File: src/rtl/dsp48a1_mac_pkg.sv
// rtl/dsp48a1_mac_pkg.sv - shared types, OPMODE constants and tag decode for the DSP48A1 MAC sequencer
package dsp48a1_mac_pkg;

    typedef enum logic [2:0] {
        INIT,
        IDLE,
        RUN,
        DRAIN,
        DONE
    } state_t;

    localparam logic [7:0] OPM_LOAD_M     = 8'b0000_0001; // P = M
    localparam logic [7:0] OPM_ACC_M      = 8'b0000_1001; // P = P + M
    localparam logic [7:0] OPM_HOLD       = 8'b0000_1000; // P = P
    localparam logic [7:0] OPM_PREADD_BIT = 8'b0001_0000; // B path through the pre-adder

    typedef struct packed {
        logic v;
        logic first;
    } tag_t;

    function automatic logic [7:0] tag_to_opmode(input tag_t tag, input logic preadd);
        logic [7:0] opm;
        if (!tag.v) begin
            opm = OPM_HOLD;
        end else begin
            opm = tag.first ? OPM_LOAD_M : OPM_ACC_M;
            if (preadd) begin
                opm = opm | OPM_PREADD_BIT;
            end
        end
        return opm;
    endfunction

endpackage

File: src/rtl/dsp48a1_tag_pipe.sv
// rtl/dsp48a1_tag_pipe.sv - delays operand tags to line them up with the slice OPMODE register
//
// Ports:
//   clk, rst_n  clock, asynchronous active-low reset
//   tag_in      tag pushed every cycle ({v, first}; v=0 is a bubble)
//   opmode      decoded OPMODE, registered, DEPTH cycles after tag_in
//
// DEPTH must be >= 2: DEPTH-1 tag stages followed by the registered decode,
// so the output resets to 0 rather than to the HOLD encoding.
module dsp48a1_tag_pipe
    import dsp48a1_mac_pkg::*;
#(
    parameter int DEPTH  = 2,
    parameter bit PREADD = 1'b0
) (
    input  logic       clk,
    input  logic       rst_n,
    input  tag_t       tag_in,
    output logic [7:0] opmode
);

    tag_t stage [DEPTH-1];

    always_ff @(posedge clk or negedge rst_n) begin
        if (!rst_n) begin
            for (int i = 0; i < DEPTH - 1; i++) begin
                stage[i] <= '0;
            end
            opmode <= '0;
        end else begin
            stage[0] <= tag_in;
            for (int i = 1; i < DEPTH - 1; i++) begin
                stage[i] <= stage[i-1];
            end
            opmode <= tag_to_opmode(stage[DEPTH-2], PREADD);
        end
    end

endmodule

File: src/rtl/dsp48a1_mac_sequencer.sv
// rtl/dsp48a1_mac_sequencer.sv - drives one DSP48A1 slice as a streaming dot-product engine
//
// Ports:
//   CLK, RST_N                      clock, asynchronous active-low reset
//   job_valid/job_ready/job_len     job descriptor handshake (job_len = number of pairs)
//   in_valid/in_ready/in_a/in_b/in_d operand pair stream
//   res_valid/res_ready/res_data/res_carry  result handshake
//   dsp_a/b/d/c, dsp_carryin, dsp_opmode, dsp_rst  slice inputs
//   dsp_p, dsp_carryout             slice outputs
//
// Build option: define MAC_PREADD_EN to form each term as (in_d + in_b) * in_a;
// otherwise in_d is ignored and dsp_d stays 0.
module dsp48a1_mac_sequencer
    import dsp48a1_mac_pkg::*;
#(
    parameter int LEN_W   = 10,
    parameter int DSP_LAT = 3,
    parameter int OPM_LAT = 1
) (
    input  logic             CLK,
    input  logic             RST_N,
    input  logic             job_valid,
    output logic             job_ready,
    input  logic [LEN_W-1:0] job_len,
    input  logic             in_valid,
    output logic             in_ready,
    input  logic [17:0]      in_a,
    input  logic [17:0]      in_b,
    input  logic [17:0]      in_d,
    output logic             res_valid,
    input  logic             res_ready,
    output logic [47:0]      res_data,
    output logic             res_carry,
    output logic [17:0]      dsp_a,
    output logic [17:0]      dsp_b,
    output logic [17:0]      dsp_d,
    output logic [47:0]      dsp_c,
    output logic             dsp_carryin,
    output logic [7:0]       dsp_opmode,
    output logic             dsp_rst,
    input  logic [47:0]      dsp_p,
    input  logic             dsp_carryout
);

`ifdef MAC_PREADD_EN
    localparam bit PREADD = 1'b1;
`else
    localparam bit PREADD = 1'b0;
`endif
    localparam logic [17:0] D_MASK = PREADD ? 18'h3FFFF : 18'h00000;
    localparam int          TMR_W  = $clog2(DSP_LAT + 1) + 1;

    state_t             state;
    logic [LEN_W-1:0]   len;
    logic [LEN_W-1:0]   count;
    logic [TMR_W-1:0]   tmr;     // INIT reset stretch, then DRAIN down-counter
    logic               accept;
    tag_t               tag_in;

    assign dsp_c       = '0;
    assign dsp_carryin = 1'b0;

    // in_ready is only ever high in RUN, so this also gates in_valid outside RUN.
    assign accept = in_valid & in_ready;

    always_comb begin
        tag_in.v     = accept;
        tag_in.first = accept && (count == '0);
    end

    always_ff @(posedge CLK or negedge RST_N) begin
        if (!RST_N) begin
            state     <= INIT;
            job_ready <= 1'b0;
            in_ready  <= 1'b0;
            res_valid <= 1'b0;
            res_data  <= '0;
            res_carry <= 1'b0;
            dsp_a     <= '0;
            dsp_b     <= '0;
            dsp_d     <= '0;
            dsp_rst   <= 1'b1;
            len       <= '0;
            count     <= '0;
            tmr       <= '0;
        end else begin
            if (accept) begin
                dsp_a <= in_a;
                dsp_b <= in_b;
                dsp_d <= in_d & D_MASK;
            end
            case (state)
                INIT: begin
                    if (tmr == TMR_W'(DSP_LAT - 1)) begin
                        state     <= IDLE;
                        dsp_rst   <= 1'b0;
                        job_ready <= 1'b1;
                        tmr       <= '0;
                    end else begin
                        tmr <= tmr + TMR_W'(1);
                    end
                end
                IDLE: begin
                    if (job_valid) begin
                        job_ready <= 1'b0;
                        if (job_len == '0) begin
                            // Empty job: answer immediately without touching the slice.
                            res_data  <= '0;
                            res_carry <= 1'b0;
                            res_valid <= 1'b1;
                            state     <= DONE;
                        end else begin
                            len      <= job_len;
                            count    <= '0;
                            in_ready <= 1'b1;
                            state    <= RUN;
                        end
                    end
                end
                RUN: begin
                    if (accept) begin
                        count <= count + LEN_W'(1);
                        if (count == len - LEN_W'(1)) begin
                            in_ready <= 1'b0;
                            tmr      <= TMR_W'(DSP_LAT);
                            state    <= DRAIN;
                        end
                    end
                end
                DRAIN: begin
                    // DSP_LAT+1 cycles: the last term lands in P after DSP_LAT
                    // edges, and it is sampled on the edge after that.
                    if (tmr == '0) begin
                        res_data  <= dsp_p;
                        res_carry <= dsp_carryout;
                        res_valid <= 1'b1;
                        state     <= DONE;
                    end else begin
                        tmr <= tmr - TMR_W'(1);
                    end
                end
                DONE: begin
                    if (res_ready) begin
                        res_valid <= 1'b0;
                        job_ready <= 1'b1;
                        state     <= IDLE;
                    end
                end
                default: begin
                    state   <= INIT;
                    dsp_rst <= 1'b1;
                    tmr     <= '0;
                end
            endcase
        end
    end

    dsp48a1_tag_pipe #(
        .DEPTH  (DSP_LAT - OPM_LAT),
        .PREADD (PREADD)
    ) u_tag_pipe (
        .clk    (CLK),
        .rst_n  (RST_N),
        .tag_in (tag_in),
        .opmode (dsp_opmode)
    );

endmodule

File: config.mk
export PLATFORM = sky130hd
export DESIGN_NAME = dsp48a1_mac_sequencer
export DESIGN_NICKNAME = d
export VERILOG_FILES = /design/src/rtl/dsp48a1_mac_pkg.sv /design/src/rtl/dsp48a1_tag_pipe.sv /design/src/rtl/dsp48a1_mac_sequencer.sv
export SDC_FILE = /design/constraint.sdc
export NUM_CORES = 1
export LEC_CHECK = 0
export CORE_AREA = 2 2 116 118
export CTS_BUF_LIST = sky130_fd_sc_hd__clkbuf_8
export DETAILED_ROUTE_END_ITERATION = 8
export DIE_AREA = 0 0 118 120
export MAX_ROUTING_LAYER = met4
export PLACE_DENSITY = 0.86
export SYNTH_ARGS = -nofsm -noshare
export SYNTH_HDL_FRONTEND = slang
export SYNTH_SLANG_ARGS = --single-unit
File: constraint.sdc
create_clock -name CLK -period 6.1 [get_ports CLK]
set_clock_uncertainty 0.15 [all_clocks]
set_input_delay 1.525 -clock CLK [delete_from_list [all_inputs] [get_ports CLK]]
set_output_delay 1.525 -clock CLK [all_outputs]
set_load 0.02 [all_outputs]
==> impl_metrics.prom, run 1 <==
# TYPE chip_impl_metric gauge
chip_impl_metric{name="post_synth_instance_area",unit="um^2"} 5853
chip_impl_metric{name="fin_crit_sh",unit=""} 0.6024
chip_impl_metric{name="crit_fanout",unit=""} 98
chip_impl_info{name="crit_path_top_delay_cell",value="nor4_1"} 1
chip_impl_info{name="grt_setup_unrepaired",value="false"} 1
chip_impl_metric{name="worst_ir_drop_vdd",unit="mV"} 0.3288
chip_impl_metric{name="routed-via-count",unit=""} 4425
chip_impl_info{name="cts_root_buffer",value="clkbuf_8"} 1
chip_impl_metric{name="power_leakage",unit="nW"} 3.424
chip_impl_info{name="tritoncts_clock_tree",value="yes"} 1
chip_impl_metric{name="worstPathRequired",unit="ns"} 6.22
chip_impl_metric{name="worst_setup_hold_path_clk_slew",unit="ns"} 0.06
chip_impl_metric{name="cp_data_arrival_time",unit="ns"} 3.80
chip_impl_metric{name="share_of_flip_flops_with_an_asynchronous_set_or_reset",unit=""} 1.000
chip_impl_metric{name="cap_viol_max_count",unit=""} 0
chip_impl_metric{name="hold-worst-slack",unit="ns"} 0.2287
chip_impl_info{name="ordered_cell_list_for_the_critical_path",value="clkdlybuf4s50_1 -> nor4_1 -> and3_1 -> a22oi_2 -> buf_4 -> nand2_1 -> o21ai_0"} 1
chip_impl_metric{name="routed_wire_length_per_instance",unit="um"} 14.21
chip_impl_metric{name="synth_enable_flop_cells",unit=""} 0
chip_impl_metric{name="wire_length_of_the_first_global_routing_pass",unit="um"} 21600
chip_impl_metric{name="ant_nets",unit=""} 0
chip_impl_metric{name="global_route.usage.total",unit=""} 0.1984
chip_impl_metric{name="rows",unit=""} 42
chip_impl_metric{name="dieArea",unit="um^2"} 14160
chip_impl_metric{name="placedCellCount",unit=""} 913
chip_impl_info{name="mostFrequentLayoutCells",value="clkdlybuf4s50_1 (189), dfrtp_1 (118), nand2_1 (111)"} 1
chip_impl_metric{name="number_of_port_buffers",unit=""} 190
chip_impl_metric{name="postCtsHoldBufs",unit=""} 0
chip_impl_metric{name="gp_congestion",unit=""} 0.8422
chip_impl_metric{name="min_period",unit="ns"} 3.674
chip_impl_metric{name="synth-seq-area-share",unit=""} 0.5090
chip_impl_metric{name="detail_route.drc_violations",unit=""} 0
chip_impl_metric{name="post_cts_buffers",unit=""} 0
chip_impl_metric{name="worst_slew_pin_slew",unit="ns"} 1.026
chip_impl_metric{name="die_width",unit="um"} 118
chip_impl_metric{name="vias_in_the_first_global_route",unit=""} 4222
chip_impl_metric{name="drt-pass1-iter-count",unit=""} 6
chip_impl_metric{name="critical-path-max-stage-delay",unit="ns"} 0.72
chip_impl_metric{name="clock_sinks",unit=""} 119
chip_impl_metric{name="diodes",unit=""} 0
chip_impl_metric{name="die_height",unit="um"} 120
chip_impl_metric{name="hold_viol_final",unit=""} 0
chip_impl_metric{name="final_wl",unit="um"} 13420
chip_impl_metric{name="design.core.area",unit="um^2"} 12980
chip_impl_metric{name="fin_setup_tns",unit="ns"} 0
chip_impl_info{name="critical_path.startpoint_type",value="primary input"} 1
chip_impl_metric{name="r2r_setup_slack",unit="ns"} 3.17
chip_impl_metric{name="fin_util",unit=""} 0.6157
chip_impl_metric{name="maxClockFrequency",unit="MHz"} 272.2
chip_impl_info{name="layout_commonest_cell",value="clkdlybuf4s50_1"} 1
chip_impl_metric{name="tritoncts.num_buffers",unit=""} 17
chip_impl_metric{name="n_fill_cell",unit=""} 1080
chip_impl_info{name="crit_family",value="simple AND/OR/NAND/NOR gates"} 1
chip_impl_metric{name="route.detailed.vias_per_inst",unit=""} 4.688
chip_impl_metric{name="total_power",unit="mW"} 3.134
chip_impl_metric{name="timing_max_transition_violations_final",unit=""} 0
chip_impl_metric{name="grt_start_max_net_pins",unit=""} 99
chip_impl_metric{name="drive_above_1_share",unit=""} 0.1211
chip_impl_info{name="timing.setup.critical_path_class",value="in2reg"} 1
chip_impl_info{name="synth_ff_type",value="dfrtp_1"} 1
chip_impl_metric{name="cts_resized",unit=""} 0
chip_impl_metric{name="detail_route.iter0.violations",unit=""} 234
chip_impl_metric{name="clk-insertion-delay-late",unit="ns"} 0.43
chip_impl_metric{name="clockBufferDepth",unit=""} 2
chip_impl_metric{name="yosysWarningCount",unit=""} 0
chip_impl_metric{name="postSynthAreaPerCell",unit="um^2"} 10.25
chip_impl_metric{name="fin_ws",unit="ns"} 2.426
chip_impl_metric{name="slew_headroom",unit=""} 0.3160
chip_impl_metric{name="synthCells",unit=""} 571
chip_impl_metric{name="boundaryPins",unit=""} 282
chip_impl_metric{name="final_net_count",unit=""} 882
chip_impl_info{name="hold_path.class",value="reg2reg"} 1
chip_impl_metric{name="grt-ovfl-total",unit=""} 0
chip_impl_metric{name="power_density",unit="nW/um^2"} 392.2
chip_impl_info{name="critical_path.endpoint_type",value="flop"} 1
chip_impl_metric{name="grt_antenna_before_repair",unit=""} 0
chip_impl_metric{name="detailed_place.area",unit="um^2"} 7590
chip_impl_metric{name="stdcell_area",unit="um^2"} 7991
chip_impl_metric{name="floorplan.initialDensity",unit=""} 0.4509
chip_impl_metric{name="ys_ff_latch",unit=""} 119
chip_impl_metric{name="synthToLayoutAreaGrowth",unit="%"} 36.53
chip_impl_metric{name="worstPathBufferInverterCount",unit=""} 2
chip_impl_metric{name="post-place-ws",unit="ns"} 1.998
chip_impl_metric{name="setup_viol_count_final",unit=""} 0
chip_impl_metric{name="htreeDepth",unit=""} 4
chip_impl_metric{name="dp.final_hpwl",unit="um"} 9630
chip_impl_metric{name="synth.distinct_cells",unit=""} 57
chip_impl_metric{name="stdcell_count",unit=""} 944
chip_impl_info{name="status",value="finished clean"} 1
[worst reg2reg max path: stages, from the launching register on]
cell and delay, ns:
dfrtp_1 0.58, nor2b_2 0.32, and2_2 0.86, a22oi_2 0.13, buf_4 0.39, nand2_1 0.25
o21ai_0 0.09
[synthesized netlist by cell type, types with 2 or more instances]
master,n,share of area
dfrtp_1,118,0.50
nand2_1,111,0.071
buf_4,76,0.097
o21ai_0,59,0.050
mux2_2,44,0.085
nor2_1,20,0.013
clkbuf_1,13,0.0083
inv_1,10,0.0064
xnor2_1,10,0.015
xor2_1,10,0.015
nand3_1,9,0.0077
buf_2,8,0.0068
ha_1,8,0.017
a21oi_1,7,0.0060
nand2b_1,5,0.0053
nand4_1,5,0.0053
nor4_1,4,0.0043
and2_1,3,0.0032
and3_1,3,0.0032
mux2i_1,3,0.0051
a211oi_1,2,0.0026
a21o_1,2,0.0026
buf_6,2,0.0038
nor2b_1,2,0.0021
nor3_1,2,0.0017
o31a_1,2,0.0030
o31ai_1,2,0.0026
or3_1,2,0.0021
[where the power goes]
part / internal [mW] / switching [mW] / leakage, nW
clock: 0.411 / 0.307 / 0.208
sequential: 0.991 / 0.175 / 1.51
combinational: 0.599 / 0.652 / 1.71
total: 2.00 / 1.13 / 3.42
[sequential cells by signal (all words and copies together), names as in the netlist, 2 cells and up]
signal	count
dsp_a	18
res_data	48
len	10
count	10
state	3
u_tag_pipe.opmode	2
u_tag_pipe.stage	2
dsp_b	18
tmr	3
[cell families after synthesis]
logic type | count (synthesis) | synth area share
and+or+nand+nor | 177 | 0.1387
DFF | 119 | 0.5090
buffers and inverters | 110 | 0.1236
AOI/OAI and AO/OA | 89 | 0.09128
muxes | 47 | 0.08978
xor gates and xnor gates | 20 | 0.02993
adders and majority gates | 8 | 0.01710
other | 1 | 0.0006407
[worst paths after layout]
kind                                startpoint                   end  cells past startpoint
setup reg to reg                      state[0]           res_data[9]                      6
max in group asynchronous                RST_N          res_data[37]                      2
hold / removal             u_tag_pipe.stage[1]  u_tag_pipe.opmode[0]                      0
setup / recovery                    job_len[7]           res_data[9]                      7
min in group asynchronous                RST_N                len[1]                      1
hold reg to reg            u_tag_pipe.stage[1]  u_tag_pipe.opmode[0]                      0
[routing by layer]
metal  GRT usage  wire (um)  up-vias
met5           -          0        -
met4     0.06702        171        0
met3     0.05466        682       14
met2      0.3172       6898      150
met1      0.2450       5664     2126
li1            -          -     2135
[cell type report]
| cell class | instances | area, um^2 | area share |
|---|---|---|---|
| clock buffer | 22 | 302.8 | 0.03789 |
| multi-input combinational | 414 | 2424 | 0.3033 |
| timing repair buffer | 194 | 1929 | 0.2414 |
| sequential | 119 | 2979 | 0.3728 |
| clock inverter | 9 | 98.84 | 0.01237 |
| inverter | 10 | 37.54 | 0.004697 |
| tap | 176 | 220.2 | 0.02756 |
(Power assumes the default switching activity.)
==> inputs of run 2 (changes only) <==
--- a/config.mk
+++ b/config.mk
@@ -5,12 +5,12 @@
 export SDC_FILE = /design/constraint.sdc
 export NUM_CORES = 1
 export LEC_CHECK = 0
-export CORE_AREA = 2 2 116 118
+export CORE_AREA = 2 2 122 124
 export CTS_BUF_LIST = sky130_fd_sc_hd__clkbuf_8
 export DETAILED_ROUTE_END_ITERATION = 8
-export DIE_AREA = 0 0 118 120
+export DIE_AREA = 0 0 124 126
 export MAX_ROUTING_LAYER = met4
-export PLACE_DENSITY = 0.86
+export PLACE_DENSITY = 0.79
 export SYNTH_ARGS = -nofsm -noshare
 export SYNTH_HDL_FRONTEND = slang
 export SYNTH_SLANG_ARGS = --single-unit
==> constraint.sdc (replaced) <==
create_clock -name CLK -period 3.5 [get_ports CLK]
set_clock_uncertainty 0.15 [all_clocks]
set_input_delay 0.875 -clock CLK [delete_from_list [all_inputs] [get_ports CLK]]
set_output_delay 0.875 -clock CLK [all_outputs]
set_load 0.02 [all_outputs]
==> run 2 against run 1 <==
  * Count of clock-buffer cells in the layout shrank 2
  * Core utilization shrank 5.0 points
  * Worst hold slack is essentially flat
  * Die area grew 10%
  * Cell count grew 1.4%
  * Largest power group unchanged
  * Flip-flop and latch count is the same
  * Largest cell class unchanged
==> impl_metrics.prom, run 2 (synthesized netlist as in run 1, its figures left out) <==
# TYPE chip_impl_metric gauge
chip_impl_metric{name="design.core.area",unit="um^2"} 14310
chip_impl_metric{name="power_density",unit="nW/um^2"} 690.6
chip_impl_metric{name="crit_fanout",unit=""} 3
chip_impl_metric{name="vias_in_the_first_global_route",unit=""} 4140
chip_impl_metric{name="fin_crit_sh",unit=""} 0.7428
chip_impl_metric{name="final_net_count",unit=""} 886
chip_impl_metric{name="power_leakage",unit="nW"} 3.464
chip_impl_metric{name="sequentialPowerShare",unit=""} 0.362
chip_impl_metric{name="cp_data_arrival_time",unit="ns"} 1.57
chip_impl_metric{name="hold_viol_final",unit=""} 0
chip_impl_metric{name="postCtsHoldBufs",unit=""} 0
chip_impl_metric{name="slew_headroom",unit=""} 0.6253
chip_impl_metric{name="post_cts_buffers",unit=""} 0
chip_impl_metric{name="min_period",unit="ns"} 2.600
chip_impl_metric{name="clock_sinks",unit=""} 119
chip_impl_metric{name="cap_viol_max_count",unit=""} 0
chip_impl_info{name="largest_registers",value="res_data x48, dsp_a x18, dsp_b x18"} 1
chip_impl_info{name="ordered_cell_list_for_the_critical_path",value="clkdlybuf4s50_1"} 1
chip_impl_metric{name="detail_route.iter0.violations",unit=""} 204
chip_impl_metric{name="die_height",unit="um"} 126
chip_impl_info{name="status",value="finished clean"} 1
chip_impl_metric{name="setup_viol_count_final",unit=""} 0
chip_impl_metric{name="worstPathBufferInverterCount",unit=""} 1
chip_impl_metric{name="critical-path-max-stage-delay",unit="ns"} 0.60
chip_impl_metric{name="grt-ovfl-total",unit=""} 0
chip_impl_metric{name="combPwrFrac",unit=""} 0.389
chip_impl_metric{name="floorplan.initialDensity",unit=""} 0.4089
chip_impl_metric{name="grt_start_max_net_pins",unit=""} 100
chip_impl_metric{name="rows",unit=""} 44
chip_impl_info{name="timing.rr.end",value="count[9]"} 1
chip_impl_metric{name="worstPathRequired",unit="ns"} 2.47
chip_impl_metric{name="n_fill_cell",unit=""} 1253
chip_impl_metric{name="intPower",unit="mW"} 3.611
chip_impl_metric{name="cts_resized",unit=""} 0
chip_impl_metric{name="number_of_port_buffers",unit=""} 190
chip_impl_info{name="tritoncts_clock_tree",value="yes"} 1
chip_impl_metric{name="grt_antenna_before_repair",unit=""} 0
chip_impl_metric{name="timing_max_transition_violations_final",unit=""} 0
chip_impl_metric{name="worst_setup_hold_path_clk_slew",unit="ns"} 0.07
chip_impl_metric{name="drt-pass1-iter-count",unit=""} 6
chip_impl_info{name="cts_root_buffer",value="clkbuf_8"} 1
chip_impl_metric{name="r2r.worst_path.cells",unit=""} 5
chip_impl_metric{name="boundaryPins",unit=""} 282
chip_impl_info{name="mostFrequentLayoutCells",value="clkdlybuf4s50_1 (189), dfrtp_1 (118), nand2_1 (111)"} 1
chip_impl_metric{name="route.detailed.vias_per_inst",unit=""} 4.608
chip_impl_metric{name="largest_reg_flops",unit=""} 48
chip_impl_metric{name="wire_length_of_the_first_global_routing_pass",unit="um"} 20980
chip_impl_metric{name="power.share.switching",unit=""} 0.3548
chip_impl_metric{name="final_wl",unit="um"} 13150
chip_impl_metric{name="drive_above_1_share",unit=""} 0.1281
chip_impl_info{name="largest_register",value="res_data"} 1
chip_impl_info{name="startpoint_of_the_worst_register_to_register_path",value="state[0]"} 1
chip_impl_metric{name="gp_congestion",unit=""} 0.8531
chip_impl_metric{name="tritoncts.num_buffers",unit=""} 17
chip_impl_metric{name="clk-insertion-delay-late",unit="ns"} 0.43
chip_impl_metric{name="dp.final_hpwl",unit="um"} 9412
chip_impl_metric{name="die_width",unit="um"} 124
chip_impl_metric{name="maxClockFrequency",unit="MHz"} 384.7
chip_impl_metric{name="r2r_setup_slack",unit="ns"} 1.19
chip_impl_info{name="crit_family",value="buffers and inverters"} 1
chip_impl_metric{name="total_power",unit="mW"} 5.597
chip_impl_metric{name="worst_slew_pin_slew",unit="ns"} 0.5569
chip_impl_metric{name="fin_setup_tns",unit="ns"} 0
chip_impl_metric{name="share_of_total_power_in_the_clock_network",unit=""} 0.249
chip_impl_info{name="layout_commonest_cell",value="clkdlybuf4s50_1"} 1
chip_impl_info{name="grt_setup_unrepaired",value="false"} 1
chip_impl_metric{name="diodes",unit=""} 0
chip_impl_metric{name="routed-via-count",unit=""} 4410
chip_impl_metric{name="routed_wire_length_per_instance",unit="um"} 13.75
chip_impl_metric{name="synthToLayoutAreaGrowth",unit="%"} 38.46
chip_impl_metric{name="p_switching",unit="mW"} 1.985
chip_impl_metric{name="clockBufferDepth",unit=""} 2
chip_impl_metric{name="dieArea",unit="um^2"} 15620
chip_impl_info{name="critical_path.startpoint_type",value="flop"} 1
chip_impl_info{name="crit_path_top_delay_cell",value="clkdlybuf4s50_1"} 1
chip_impl_info{name="critical_path.endpoint_type",value="output port"} 1
chip_impl_metric{name="detail_route.drc_violations",unit=""} 0
chip_impl_metric{name="htreeDepth",unit=""} 4
chip_impl_info{name="timing.setup.critical_path_class",value="reg2out"} 1
chip_impl_info{name="hold_path.class",value="in2async"} 1
chip_impl_metric{name="ant_nets",unit=""} 0
chip_impl_metric{name="global_route.usage.total",unit=""} 0.1782
chip_impl_metric{name="worst_ir_drop_vdd",unit="mV"} 0.4019
[run 2: cell count changes in the layout (fill, tap and decap cells not counted), moves of 2 or more]
cell and delta:
buf_12 +2, buf_4 +2, bufinv_16 +2, clkbuf_8 -2, clkinvlp_4 +2
[run 2: how the worst max path moves through the flow]
| stage | start | slack [ns] | end | cells after the start |
|---|---|---|---|---|
| 2_1_floorplan | in_valid | 1.15 | dsp_b[10] | 4 |
| 3_3_place_gp | job_len[3] | 0.50 | res_data[46] | 7 |
| 3_5_place_dp | job_len[3] | 0.49 | res_data[22] | 6 |
| 4_1_cts | dsp_rst | 0.86 | dsp_rst | 1 |
| 5_1_grt | job_len[3] | 0.82 | res_data[43] | 7 |
| 6_report | dsp_rst | 0.90 | dsp_rst | 1 |
[run 2: metal layers]
| layer | track usage | wire, um |
|---|---|---|
| met3 | 0.05571 | 828 |
| met2 | 0.2822 | 6596 |
| met1 | 0.2167 | 5545 |
| met5 | - | 0 |
| met4 | 0.05750 | 184 |
[run 2: final cells by class]
cell class / count / area [um^2] / share of cell area
flip-flops and latches: 119 / 2979 / 0.3676
repair buffers: 198 / 1984 / 0.2449
multi-input cells: 414 / 2424 / 0.2991
inverters: 10 / 37.54 / 0.004632
clock buffers: 20 / 275.3 / 0.03397
well taps: 184 / 230.2 / 0.02841
clock inverters: 12 / 173.9 / 0.02146
[run 2: stage by stage]
stage,instance area [um^2],util,instances,hold slack (ns),setup slack [ns]
6_report,8104,0.5662,957,0.2287,0.9003
5_1_grt,8104,0.5662,957,0.2289,0.8174
4_1_cts,8104,0.5662,957,0.2201,0.8568
3_5_place_dp,7655,0.5348,925,0.2144,0.4897
3_3_place_gp,7655,0.5348,925,0.2059,0.5048
2_1_floorplan,6123,-,643,0.2035,1.145
[run 2: worst reg2reg max path, stage by stage (launching register included)]
cell	delay, ns
dfrtp_1	0.53
nor3b_2	0.42
and2_1	0.36
o2111ai_2	0.21
or3_1	0.39
a21oi_1	0.17
[run 2: power by group through the flow]
stage	clock network, mW	registers [mW]	logic (mW)
finish	1.39	2.03	2.18
global route	1.51	2.08	2.36
CTS	1.44	2.03	2.19
detailed placement	0	2.05	2.19
global placement	0	2.03	2.15
floorplan	0	2.26	1.20
==> inputs of run 3 (changes only) <==
--- a/config.mk
+++ b/config.mk
@@ -5,12 +5,12 @@
 export SDC_FILE = /design/constraint.sdc
 export NUM_CORES = 1
 export LEC_CHECK = 0
-export CORE_AREA = 2 2 122 124
+export CORE_AREA = 2 2 128 130
 export CTS_BUF_LIST = sky130_fd_sc_hd__clkbuf_8
 export DETAILED_ROUTE_END_ITERATION = 8
-export DIE_AREA = 0 0 124 126
+export DIE_AREA = 0 0 130 132
 export MAX_ROUTING_LAYER = met4
-export PLACE_DENSITY = 0.79
+export PLACE_DENSITY = 0.75
 export SYNTH_ARGS = -nofsm -noshare
 export SYNTH_HDL_FRONTEND = slang
 export SYNTH_SLANG_ARGS = --single-unit
==> constraint.sdc (replaced) <==
create_clock -name CLK -period 2.12 [get_ports CLK]
set_clock_uncertainty 0.15 [all_clocks]
set_input_delay 0.53 -clock CLK [delete_from_list [all_inputs] [get_ports CLK]]
set_output_delay 0.53 -clock CLK [all_outputs]
set_load 0.02 [all_outputs]
==> run 3 against run 2 <==
  * Register-to-register slack worse by 1.1 ns
  * Core utilization shrank 2.5 points
  * Wire length up 6.8%
  * Total power up 69%
  * Setup slack got worse by 0.85 ns
  * Cell area increased by 5.0%
  * Cell count increased by 5.9%
  * Die area up 9.8%
  * Combinational power up 75%
  * Via count up 2.4%
  * Clock power increased by 71%
  * Worst hold slack better by 0.00073 ns
  * Critical path type unchanged
==> impl_metrics.prom, run 3 (synthesized netlist as in run 1, its figures left out) <==
# TYPE chip_impl_metric gauge
chip_impl_metric{name="route.detailed.vias_per_inst",unit=""} 4.457
chip_impl_metric{name="hold_viol_final",unit=""} 0
chip_impl_metric{name="grt_antenna_before_repair",unit=""} 0
chip_impl_metric{name="floorplan.initialDensity",unit=""} 0.3725
chip_impl_metric{name="tritoncts.num_buffers",unit=""} 17
chip_impl_metric{name="power.share.switching",unit=""} 0.3570
chip_impl_metric{name="design.core.area",unit="um^2"} 15710
chip_impl_metric{name="fin_ws",unit="ns"} 0.05072
chip_impl_metric{name="detail_route.drc_violations",unit=""} 0
chip_impl_metric{name="crit_fanout",unit=""} 2
chip_impl_info{name="layout_commonest_cell",value="dfrtp_1"} 1
chip_impl_metric{name="setup_viol_count_final",unit=""} 0
chip_impl_info{name="globalRoute.busiestLayer",value="met2"} 1
chip_impl_metric{name="intPower",unit="mW"} 6.082
chip_impl_metric{name="routed-via-count",unit=""} 4515
chip_impl_metric{name="critical-path-max-stage-delay",unit="ns"} 0.61
chip_impl_metric{name="boundaryPins",unit=""} 282
chip_impl_metric{name="placedCellCount",unit=""} 978
chip_impl_metric{name="final_wl",unit="um"} 14050
chip_impl_metric{name="synthToLayoutAreaGrowth",unit="%"} 45.32
chip_impl_metric{name="combPwrFrac",unit=""} 0.404
chip_impl_metric{name="drt-pass1-iter-count",unit=""} 6
chip_impl_metric{name="hold-worst-slack",unit="ns"} 0.2295
chip_impl_metric{name="clk-insertion-delay-late",unit="ns"} 0.45
chip_impl_metric{name="cap_viol_max_count",unit=""} 0
chip_impl_metric{name="worst_setup_hold_path_clk_slew",unit="ns"} 0.07
chip_impl_info{name="ordered_cell_list_for_the_critical_path",value="clkdlybuf4s50_1"} 1
chip_impl_metric{name="rows",unit=""} 46
chip_impl_metric{name="die_width",unit="um"} 130
chip_impl_metric{name="stdcell_count",unit=""} 1013
chip_impl_metric{name="ant_nets",unit=""} 0
chip_impl_info{name="status",value="finished clean"} 1
chip_impl_info{name="holdPathEnd",value="u_tag_pipe.opmode[0]"} 1
chip_impl_info{name="timing.rr.end",value="in_ready"} 1
chip_impl_metric{name="min_period",unit="ns"} 2.069
chip_impl_metric{name="routed_wire_length_per_instance",unit="um"} 13.87
chip_impl_metric{name="vias_in_the_first_global_route",unit=""} 4289
chip_impl_metric{name="dieArea",unit="um^2"} 17160
chip_impl_metric{name="power_leakage",unit="nW"} 4.368
chip_impl_metric{name="htreeDepth",unit=""} 4
chip_impl_metric{name="post-place-ws",unit="ns"} -0.4752
chip_impl_metric{name="total_power",unit="mW"} 9.458
chip_impl_metric{name="worstPathRequired",unit="ns"} 1.44
chip_impl_metric{name="stdcell_area",unit="um^2"} 8506
chip_impl_metric{name="clockBufferDepth",unit=""} 2
chip_impl_metric{name="maxClockFrequency",unit="MHz"} 483.3
chip_impl_metric{name="drive_above_1_share",unit=""} 0.1606
chip_impl_info{name="timing.setup.critical_path_class",value="reg2out"} 1
chip_impl_metric{name="grt-ovfl-total",unit=""} 0
chip_impl_metric{name="r2r.worst_path.cells",unit=""} 8
chip_impl_info{name="mostFrequentLayoutCells",value="dfrtp_1 (118), nand2_1 (111), clkdlybuf4s50_1 (100)"} 1
chip_impl_metric{name="p_switching",unit="mW"} 3.376
chip_impl_metric{name="largest_reg_flops",unit=""} 48
chip_impl_info{name="min-delay-start",value="u_tag_pipe.stage[1]"} 1
chip_impl_metric{name="grt_start_max_net_pins",unit=""} 57
chip_impl_info{name="hold_path.class",value="reg2reg"} 1
chip_impl_metric{name="diodes",unit=""} 0
chip_impl_metric{name="sequentialPowerShare",unit=""} 0.345
chip_impl_metric{name="grtUsageMet3",unit=""} 0.04464
chip_impl_info{name="startpoint_of_the_worst_register_to_register_path",value="len[0]"} 1
chip_impl_metric{name="share_of_total_power_in_the_clock_network",unit=""} 0.251
chip_impl_metric{name="worstPathBufferInverterCount",unit=""} 1
chip_impl_metric{name="fin_crit_sh",unit=""} 0.9761
chip_impl_info{name="critical_path.endpoint_type",value="output port"} 1
chip_impl_info{name="largest_register",value="res_data"} 1
chip_impl_metric{name="r2r_setup_slack",unit="ns"} 0.12
chip_impl_metric{name="final_net_count",unit=""} 910
chip_impl_metric{name="worst_ir_drop_vdd",unit="mV"} 0.6174
chip_impl_metric{name="global_route.usage.total",unit=""} 0.1700
chip_impl_metric{name="cp_data_arrival_time",unit="ns"} 1.39
chip_impl_metric{name="cell_count_of_the_worst_hold_path",unit=""} 0
chip_impl_info{name="tritoncts_clock_tree",value="yes"} 1
chip_impl_metric{name="wire_length_of_the_first_global_routing_pass",unit="um"} 22030
chip_impl_info{name="critical_path.startpoint_type",value="flop"} 1
chip_impl_metric{name="globalRouteMet1Util",unit=""} 0.1989
chip_impl_metric{name="timing_max_transition_violations_final",unit=""} 0
chip_impl_metric{name="power_density",unit="nW/um^2"} 1112
chip_impl_info{name="crit_family",value="buffers and inverters"} 1
chip_impl_metric{name="global_route.usage.met2",unit=""} 0.2746
chip_impl_metric{name="detail_route.iter0.violations",unit=""} 193
chip_impl_metric{name="dp.final_hpwl",unit="um"} 10220
chip_impl_metric{name="die_height",unit="um"} 132
chip_impl_info{name="cts_root_buffer",value="clkbuf_8"} 1
chip_impl_metric{name="detailed_place.area",unit="um^2"} 7903
chip_impl_info{name="largest_registers",value="res_data x48, dsp_a x18, dsp_b x18"} 1
chip_impl_metric{name="clock_sinks",unit=""} 119
chip_impl_info{name="crit_path_top_delay_cell",value="clkdlybuf4s50_1"} 1
chip_impl_metric{name="gp_congestion",unit=""} 0.8432
chip_impl_metric{name="number_of_port_buffers",unit=""} 190
## run 3: cell count changes in the layout (fill, tap and decap cells not counted), moves of 2 or more
cell and change:
dlygate4sd2_1 +39, clkinvlp_4 -2, clkdlybuf4s50_1 -89, o21ai_1 +3, nor4_1 -2, dlymetal6s2s_1 +50
nor4_2 +2, buf_12 +4, o21ai_0 -3, clkbuf_8 -2, buf_4 +18
## run 3: how the worst max path moves through the flow
stage | startpoint | endpoint | slack [ns] | cells after the start
3_5_place_dp | job_len[7] | res_data[10] | -0.48 | 7
4_1_cts | dsp_a[10] | dsp_a[10] | 0.0003 | 1
6_report | res_data[44] | res_data[44] | 0.05 | 1
5_1_grt | job_len[4] | res_data[39] | -0.01 | 9
3_3_place_gp | job_len[7] | res_data[5] | -0.42 | 7
2_1_floorplan | in_valid | dsp_b[10] | 0.11 | 4
## run 3: through the flow
step,util,TNS (ns)
after floorplan,-,0
final,0.5413,0
after global placement,0.5029,-26.12
after global routing,0.5413,-0.02841
after detailed placement,0.5029,-28.98
after CTS,0.5296,0
## run 3: repair_timing
item	4_1_cts	5_1_grt
setup endpoints to repair	40	90
endpoints found under the hold margin	16	0
pin swaps	0	5
gates resized for setup	40	61
hold buffers	1	0
setup buffers	0	2
## run 3: area by class of cell
type / count / area (um^2)
clock buffers: 18 / 247.7
clock inverters: 14 / 206.4
flip-flops and latches: 119 / 2979
fillers: 1390 / 7207
repair buffers: 222 / 2297
well taps: 216 / 270.3
multi-input cells: 414 / 2467
inverters: 10 / 37.54
## run 3: power by group through the flow
stage	clock, mW	combinational (mW)	sequential (mW)
2_1_floorplan	0	1.98	3.73
3_3_place_gp	0	3.88	3.28
3_5_place_dp	0	3.94	3.31
5_1_grt	2.53	4.19	3.35
6_report	2.37	3.82	3.26
4_1_cts	2.43	3.85	3.27
## run 3: per-layer routing
metal,share of wire,up-vias
met4,0.027,0
met5,0,-
met3,0.051,27
met2,0.51,151
li1,-,2193
met1,0.41,2144
